==> src/rtl/gp_fifo_pkg.sv <==
// Shared constants for the general-purpose interconnect FIFO and the network-interface word layout.
// Holds the default geometry, the pointer-width helper and packet field accessors.
package gp_fifo_pkg;

    localparam int GP_FIFO_DATA_W = 34;
    localparam int GP_FIFO_DEPTH  = 32;

    // Word layout used by the neuron-core network interface
    localparam int GP_PKT_PAYLOAD_LSB = 0;
    localparam int GP_PKT_PAYLOAD_W   = 24;
    localparam int GP_PKT_DEST_LSB    = 24;
    localparam int GP_PKT_DEST_W      = 8;
    localparam int GP_PKT_TYPE_LSB    = 32;
    localparam int GP_PKT_TYPE_W      = 2;

    function automatic int clog2(input int n);
        int r;
        r = 0;
        for (int i = 0; i < 31; i++) begin
            if ((1 << i) < n) r = i + 1;
        end
        return r;
    endfunction

    function automatic logic [GP_PKT_PAYLOAD_W-1:0] pkt_payload(input logic [GP_FIFO_DATA_W-1:0] w);
        return w[GP_PKT_PAYLOAD_LSB +: GP_PKT_PAYLOAD_W];
    endfunction

    function automatic logic [GP_PKT_DEST_W-1:0] pkt_dest(input logic [GP_FIFO_DATA_W-1:0] w);
        return w[GP_PKT_DEST_LSB +: GP_PKT_DEST_W];
    endfunction

    function automatic logic [GP_PKT_TYPE_W-1:0] pkt_type(input logic [GP_FIFO_DATA_W-1:0] w);
        return w[GP_PKT_TYPE_LSB +: GP_PKT_TYPE_W];
    endfunction

endpackage

==> src/rtl/gp_fifo_ram.sv <==
// FIFO storage: one synchronous write port, one asynchronous read port, 0-cycle read latency.
// No reset and no flow control, so the array can map onto distributed RAM.
module gp_fifo_ram
    import gp_fifo_pkg::*;
#(
    parameter int DATA_W = GP_FIFO_DATA_W,
    parameter int ADDR_W = 5
) (
    input  logic              clk,
    input  logic              we,
    input  logic [ADDR_W-1:0] waddr,
    input  logic [DATA_W-1:0] wdata,
    input  logic [ADDR_W-1:0] raddr,
    output logic [DATA_W-1:0] rdata
);

    localparam int DEPTH = 1 << ADDR_W;

    logic [DATA_W-1:0] r_mem [DEPTH];

    always_ff @(posedge clk) begin
        if (we) r_mem[waddr] <= wdata;
    end

    assign rdata = r_mem[raddr];

endmodule

==> src/rtl/gp_fifo_param.sv <==
// Parametrised synchronous FIFO with occupancy, threshold flags and sticky overflow/underflow status.
// Show-ahead read (0 cycles); with GP_FIFO_OUT_REG_EN the popped word is registered (1 cycle, rd_valid).
// Writes into a full FIFO succeed only alongside an accepted read; rejected requests raise error.
module gp_fifo_param
    import gp_fifo_pkg::*;
#(
    parameter int DATA_W   = GP_FIFO_DATA_W,
    parameter int DEPTH    = GP_FIFO_DEPTH,
    parameter int AF_LEVEL = 28,
    parameter int AE_LEVEL = 4
) (
    input  logic                    clk,
    input  logic                    reset_n,
    input  logic                    write_en,
    input  logic [DATA_W-1:0]       data_in,
    input  logic                    read_en,
    output logic [DATA_W-1:0]       data_out,
    output logic                    full,
    output logic                    empty,
    output logic                    almost_full,
    output logic                    almost_empty,
    output logic [clog2(DEPTH):0]   ocup,
    output logic                    error,
    output logic                    overflow,
    output logic                    underflow,
`ifdef GP_FIFO_OUT_REG_EN
    output logic                    rd_valid,
`endif
    input  logic                    err_clr
);

    localparam int AW = clog2(DEPTH);
    localparam int PW = AW + 1;
    localparam logic [PW-1:0] LP_DEPTH = PW'(DEPTH);
    localparam logic [PW-1:0] LP_AF    = PW'(AF_LEVEL);
    localparam logic [PW-1:0] LP_AE    = PW'(AE_LEVEL);

    logic [PW-1:0]     r_wr_ptr;
    logic [PW-1:0]     r_rd_ptr;
    logic [PW-1:0]     w_ocup;
    logic              w_empty;
    logic              w_full;
    logic              w_rd_acc;
    logic              w_wr_acc;
    logic              w_wr_rej;
    logic              w_rd_rej;
    logic [DATA_W-1:0] w_rdata;
    logic              r_overflow;
    logic              r_underflow;

    // The extra wrap bit keeps DEPTH distinct from 0 in the pointer difference
    assign w_ocup   = r_wr_ptr - r_rd_ptr;
    assign w_empty  = (w_ocup == '0);
    assign w_full   = (w_ocup == LP_DEPTH);
    assign w_rd_acc = read_en && !w_empty;
    assign w_wr_acc = write_en && (!w_full || w_rd_acc);
    assign w_wr_rej = write_en && !w_wr_acc;
    assign w_rd_rej = read_en && !w_rd_acc;

    always_ff @(posedge clk) begin
        if (!reset_n) begin
            r_wr_ptr <= '0;
            r_rd_ptr <= '0;
        end else begin
            if (w_wr_acc) r_wr_ptr <= r_wr_ptr + 1'b1;
            if (w_rd_acc) r_rd_ptr <= r_rd_ptr + 1'b1;
        end
    end

    // A new rejection outranks a clear arriving in the same cycle
    always_ff @(posedge clk) begin
        if (!reset_n) begin
            r_overflow  <= 1'b0;
            r_underflow <= 1'b0;
        end else begin
            if (w_wr_rej)     r_overflow <= 1'b1;
            else if (err_clr) r_overflow <= 1'b0;
            if (w_rd_rej)     r_underflow <= 1'b1;
            else if (err_clr) r_underflow <= 1'b0;
        end
    end

    gp_fifo_ram #(
        .DATA_W (DATA_W),
        .ADDR_W (AW)
    ) u_ram (
        .clk   (clk),
        .we    (w_wr_acc && reset_n),
        .waddr (r_wr_ptr[AW-1:0]),
        .wdata (data_in),
        .raddr (r_rd_ptr[AW-1:0]),
        .rdata (w_rdata)
    );

`ifdef GP_FIFO_OUT_REG_EN
    logic [DATA_W-1:0] r_data_out;
    logic              r_rd_valid;

    always_ff @(posedge clk) begin
        if (!reset_n) begin
            r_data_out <= '0;
            r_rd_valid <= 1'b0;
        end else begin
            r_rd_valid <= w_rd_acc;
            if (w_rd_acc) r_data_out <= w_rdata;
        end
    end

    assign data_out = r_data_out;
    assign rd_valid = r_rd_valid;
`else
    assign data_out = w_empty ? '0 : w_rdata;
`endif

    assign full         = w_full;
    assign empty        = w_empty;
    assign almost_full  = (w_ocup >= LP_AF);
    assign almost_empty = (w_ocup <= LP_AE);
    assign ocup         = w_ocup;
    assign error        = reset_n && (w_wr_rej || w_rd_rej);
    assign overflow     = r_overflow;
    assign underflow    = r_underflow;

endmodule

==> config.mk <==
export PLATFORM = sky130hd
export DESIGN_NAME = gp_fifo_param
export DESIGN_NICKNAME = d
export VERILOG_FILES = /design/src/rtl/gp_fifo_pkg.sv /design/src/rtl/gp_fifo_ram.sv /design/src/rtl/gp_fifo_param.sv
export SDC_FILE = /design/constraint.sdc
export NUM_CORES = 1
export LEC_CHECK = 0
export CORE_ASPECT_RATIO = 1.1
export CORE_MARGIN = 4
export CORE_UTILIZATION = 45
export DETAILED_ROUTE_END_ITERATION = 10
export GPL_ROUTABILITY_DRIVEN = 0
export PLACE_DENSITY = 0.68
export SLEW_MARGIN = 5
export SYNTH_ARGS = -nofsm -noshare
export SYNTH_HDL_FRONTEND = slang
export SYNTH_HIERARCHICAL = 1
export SYNTH_SLANG_ARGS = --single-unit
==> constraint.sdc <==
create_clock -name clk -period 13.2 [get_ports clk]
set_input_delay 3.3 -clock clk [delete_from_list [all_inputs] [get_ports clk]]
set_output_delay 3.3 -clock clk [all_outputs]
set_load 0.01 [all_outputs]
After elaboration in Yosys (flattened, before gate mapping)
Memory sizes are Yosys's and may differ from the RTL's. A register that Yosys moved wholly into a read port is not among the register bits.
Index checks and enable logic that the tools add are counted.
Widths: inputs -> output; s select.
{"block": "op_classes", "n_addsub": 3, "order_cmp": 2, "eq_ne": 1, "muxes": 8, "n_reduce_logical": 15}
{"operator": "$mux 34", "n": 1}
{"operator": "$add 6x1->6 const B", "n": 2}
{"operator": "$mux 5", "n": 2}
{"operator": "$eq 6x6->1 const B", "n": 1}
{"operator": "$ge 6x5->1 const B", "n": 1}
{"operator": "$le 6x3->1 const B", "n": 1}
{"operator": "$logic_and 1x1->1", "n": 6}
{"operator": "$logic_not 6->1", "n": 1}
{"operator": "$sub 6x6->6", "n": 1}
{"operator": "$mux 1", "n": 5}
{"operator": "$logic_not 1->1", "n": 4}
{"operator": "$reduce_bool 2->1", "n": 2}
{"operator": "$logic_or 1x1->1", "n": 2}
{"block": "totals", "register_bits": 14, "ram_bits": 1088, "output_inout_bits": 47, "elab_cells": 34, "n_memories": 1}
{"memory": "u_ram.r_mem", "words": 32, "word_bits": 34, "rd": 1, "rd_ports_with_merged_regs": 1, "wr": 1, "line_no": "gp_fifo_ram.sv:19", "text": "logic [DATA_W-1:0] r_mem [DEPTH];"}

Logic depth before layout (Yosys ltp)
{"block": "logic_depth", "ltp_word": 10, "mapped_depth": 13, "ltp_nobuf": 11}

Cells and area by module
Netlist, hierarchy kept.
{"module": "gp_fifo_ram", "n_inst": 1, "cells_per_inst": 2365, "area_each_um2": 42425.7, "seq_area_each_um2": 32671.3}
{"module": "gp_fifo_param", "n_inst": 1, "cells_per_inst": 157, "area_each_um2": 1166.1, "seq_area_each_um2": 280.3}

Worst setup path after synthesis
No wires, ideal clock.
{"block": "synth_timing", "kind": "input port to output port", "from": "input reset_n", "to": "output error", "arrival_ns": 3.940, "t_required_ns": 9.900, "slack_ns": 5.960, "cell_stages": 3, "cell_sequence": "clkbuf_1 > inv_1 > nor3_1"}
{"block": "synth_between", "elab_chain_len": 1}
{"element": "start, declared", "line_no": "gp_fifo_param.sv:13", "text": "input logic reset_n,"}
{"element": "$logic_and 1x1->1", "line_no": "gp_fifo_param.sv:120", "text": "assign error = reset_n && (w_wr_rej || w_rd_rej);"}
{"element": "end, declared", "line_no": "gp_fifo_param.sv:23", "text": "output logic error,"}
No other way between the ends.

Worst setup path in the final report
{"block": "layout_timing", "from": "register r_rd_ptr[0]", "to": "output data_out[25]"}
{"block": "layout_between", "elab_chain_len": 3}
{"element": "start, declared", "line_no": "gp_fifo_param.sv:39", "text": "logic [PW-1:0] r_rd_ptr;"}
{"element": "start signal, assigned", "line_no": "gp_fifo_param.sv:66", "text": "if (w_rd_acc) r_rd_ptr <= r_rd_ptr + 1'b1;"}
{"element": "$sub 6x6->6", "line_no": "gp_fifo_param.sv:52", "text": "assign w_ocup = r_wr_ptr - r_rd_ptr;"}
{"element": "$logic_not 6->1", "line_no": "gp_fifo_param.sv:53", "text": "assign w_empty = (w_ocup == '0);"}
{"element": "$mux 34", "line_no": "gp_fifo_param.sv:112", "text": "assign data_out = w_empty ? '0 : w_rdata;"}
{"element": "end, declared", "line_no": "gp_fifo_param.sv:17", "text": "output logic [DATA_W-1:0] data_out,"}
No other way between the ends.

==> summary.txt <==
Synth
  – Top FF cell, synth: edfxtp_1
  – Post-synthesis sequential area ratio: 75.59%
  – Yosys cell types: 42
  – Area fraction of the dominant cell type after synthesis: 74.95%
  – Yosys warnings: 6
  – Yosys reg bits: 1102
  – Most instantiated cells after synthesis: edfxtp_1, mux2i_1, nand2_1, a21oi_1, nand3_1
  – Most common cell in the netlist: edfxtp_1
  – Area contributors post-synth: edfxtp_1, mux2i_1, a22oi_1
  – Number of synthesized flops with an enable pin: 1088
  – Post-synth top area cell: edfxtp_1
  – Mean post-synth cell area: 17.28 um^2
  – Post-synth ARST share: 0%
  – Mapped Area: 0.04359 mm^2
  – Synth Instances: 2522
  – Syn Nets: 2569

Setup path
  – Startpoint types: register
  – R2r setup slk: 8.16 ns
  – Critical setup path kind: register to primary output
  – Worst endpoint required time: 9.90 ns
  – Worst setup path start: r_rd_ptr[0]
  – Crit-path cells: buf_12, buf_4, mux2i_1, a22o_1, nor3_1, a31oi_1, nand3_1, and2_1, clkdlybuf4s50_1
  – CP Capture Type: primary output
  – Crit path max-delay cell type: buf_4
  – Critical path peak fanout: 149
  – Largest stage delay, worst path: 1.04 ns
  – Arrival time worst endpoint: 5.05 ns
  – Crit Reg-Reg Startpoint: r_wr_ptr[0]

CTS
  – Worst-Skew Late Latency: 0.65 ns
  – TritonCTS clock tree: built
  – Max clock buf depth: 3
  – Cts repair resizes: 0
  – CTS H-tree depth: 3
  – Total CTS buffers: 102
  – Post-CTS Setup Bufs: 0
  – Clock sink count: 1102
  – Worst-path clk slew: 0.06 ns
  – Hold-fix buffer count after cts: 0
  – Root Driver: clkbuf_16

STA
  – Slew @ Worst Pin: 1.259 ns
  – Slew Viols, Final: 0
  – Final hold viol count: 0
  – Post-route setup TNS: 0 ns
  – Max frequency: 0.1198 GHz
  – Rel. slew slack: 16.10%
  – Clk_skew: 0.01466 ns
  – RSZ-0062 raised after global routing: false
  – Period utilization: 63.25%
  – Setup violators final: 0
  – Minimum clock period: 8.349 ns

Die
  – Die Width: 304.8 um
  – Starting density of the core: 45.46%
  – Num ports: 86
  – CORE AREA: 0.09589 mm^2
  – Die Y: 334.4 um
  – Num rows: 119
  – Full die area: 0.1019 mm^2

Finish
  – Layout cell share with drive strength beyond 1: 9.649%
  – Area growth syn-to-layout: 13.16%
  – Final Util: 51.44%
  – Nets@finish: 2666

GRT
  – Global-route wire length before repair: 150200 um
  – Overall Global Routing Usage: 19.77%
  – Initial antenna violation count: 5
  – Total gr overflow: 0
  – Number of global-route vias before repair: 22914
  – Largest net degree at the start of global routing: 150

Route
  – Drt first pass iters: 8
  – Final ANT Viol Nets: 0
  – # DRC: 0
  – Vias/cell: 5.819
  – Via count: 23135
  – DR iter-0 viols: 2131
  – Routed len/inst: 25.98 um
  – Final wirelength: 103300 um

Pwr
  – Peak VDD IR: 105.0 uV
  – Leakage: 15.65 nW
  – PwrDens: 180.2 mW/mm^2

Placed design
  – Port Buffers: 85
  – Post-DP HPWL: 51590 um

Min path
  – Hold/Removal Path Class: register to register
  – Startpoint of the worst hold path: r_rd_ptr[5]

Job
  – Maxcap violations: 0

Outcome
  – Status: finished, final reports clean
worst paths after layout:
kind / end / depth (start not counted)
max reg2reg: u_ram/r_mem[31][20] / 13
max: data_out[25] / 9
min: r_rd_ptr[5] / 2
min reg2reg: r_rd_ptr[5] / 2
metrics by stage:
stage | instance area [um^2] | total power (W) | hold WS (ns) | instances | setup WS (ns)
final | 49330 | 0.008891 | 0.5066 | 3976 | 4.851
after global routing | 49330 | 0.009227 | 0.5351 | 3975 | 4.577
after CTS | 49330 | 0.008960 | 0.5101 | 3975 | 4.849
after detailed placement | 45790 | 0.005920 | 0.5016 | 3785 | 4.858
after global placement | 45790 | 0.005888 | 0.4766 | 3785 | 4.907
after floorplan | 43590 | 0.005337 | 0.4633 | 2522 | 5.960
flip-flops by register name, indices dropped and copies added (netlist names):
signal and cells:
underflow 1, r_rd_ptr 6, r_wr_ptr 6, u_ram/r_mem 1088
overflow 1
critical path, delay by kind of cell (launching register included):
family | cells | cell delay, ns
DFF | 1 | 0.71
and+or+nand+nor | 3 | 0.45
AOI/OAI and AO/OA | 2 | 0.40
muxes | 1 | 0.18
buffers and inverters | 3 | 2.31
area by class of cell:
cell class | count | area [um^2]
Sequential cell | 1102 | 32960
Antenna cell | 1 | 2.502
Clock inverter | 70 | 853.3
Fill cell | 7600 | 46560
Tap cell | 1270 | 1589
Timing Repair Buffer | 137 | 1279
Inverter | 13 | 52.55
Clock buffer | 120 | 2684
Multi-Input combinational cell | 1263 | 9913
where the power goes:
group	internal (W)	switching, W	leakage [nW]
sequential	0.00387	0.0000327	9.90
combinational	0.000864	0.00106	4.05
clock	0.00181	0.00124	1.70
cells in the final DEF, fill, tap and decap left out, drive strengths merged, types with 43 or more instances in the layout:
cell type	synthesis	routed
a22oi	102	102
nand2	114	114
clkdlybuf4s50	0	85
buf	108	52
a22o	68	68
nor2	43	43
nand3	107	107
edfxtp	1088	1088
a21oi	113	113
clkbuf	36	120
mux2i	547	547
logic make-up (layout without fill, tap and decap cells):
| family | count (synthesis) | after routing | share of synthesized area [%] |
|---|---|---|---|
| AOI/OAI and AO/OA | 334 | 334 | 5.172 |
| xor gates and xnor gates | 5 | 5 | 0.1005 |
| adders and majority gates | 8 | 8 | 0.2468 |
| buffers and inverters | 157 | 340 | 2.276 |
| DFF | 1102 | 1102 | 75.59 |
| muxes | 547 | 547 | 12.56 |
| other | 0 | 1 | 0 |
| and+or+nand+nor | 369 | 369 | 4.053 |
per-layer routing:
| metal | share of wire (%) | global-route usage (%) | wire length (um) | vias up |
|---|---|---|---|---|
| met4 | 2.3 | 5.612 | 2336 | 6 |
| met2 | 52 | 35.24 | 53220 | 828 |
| met3 | 6.4 | 3.234 | 6624 | 152 |
| li1 | - | - | - | 10140 |
| met5 | 0.041 | 0 | 42 | - |
| met1 | 40 | 25.12 | 41080 | 12009 |
Power figures use the tool's default switching activity.
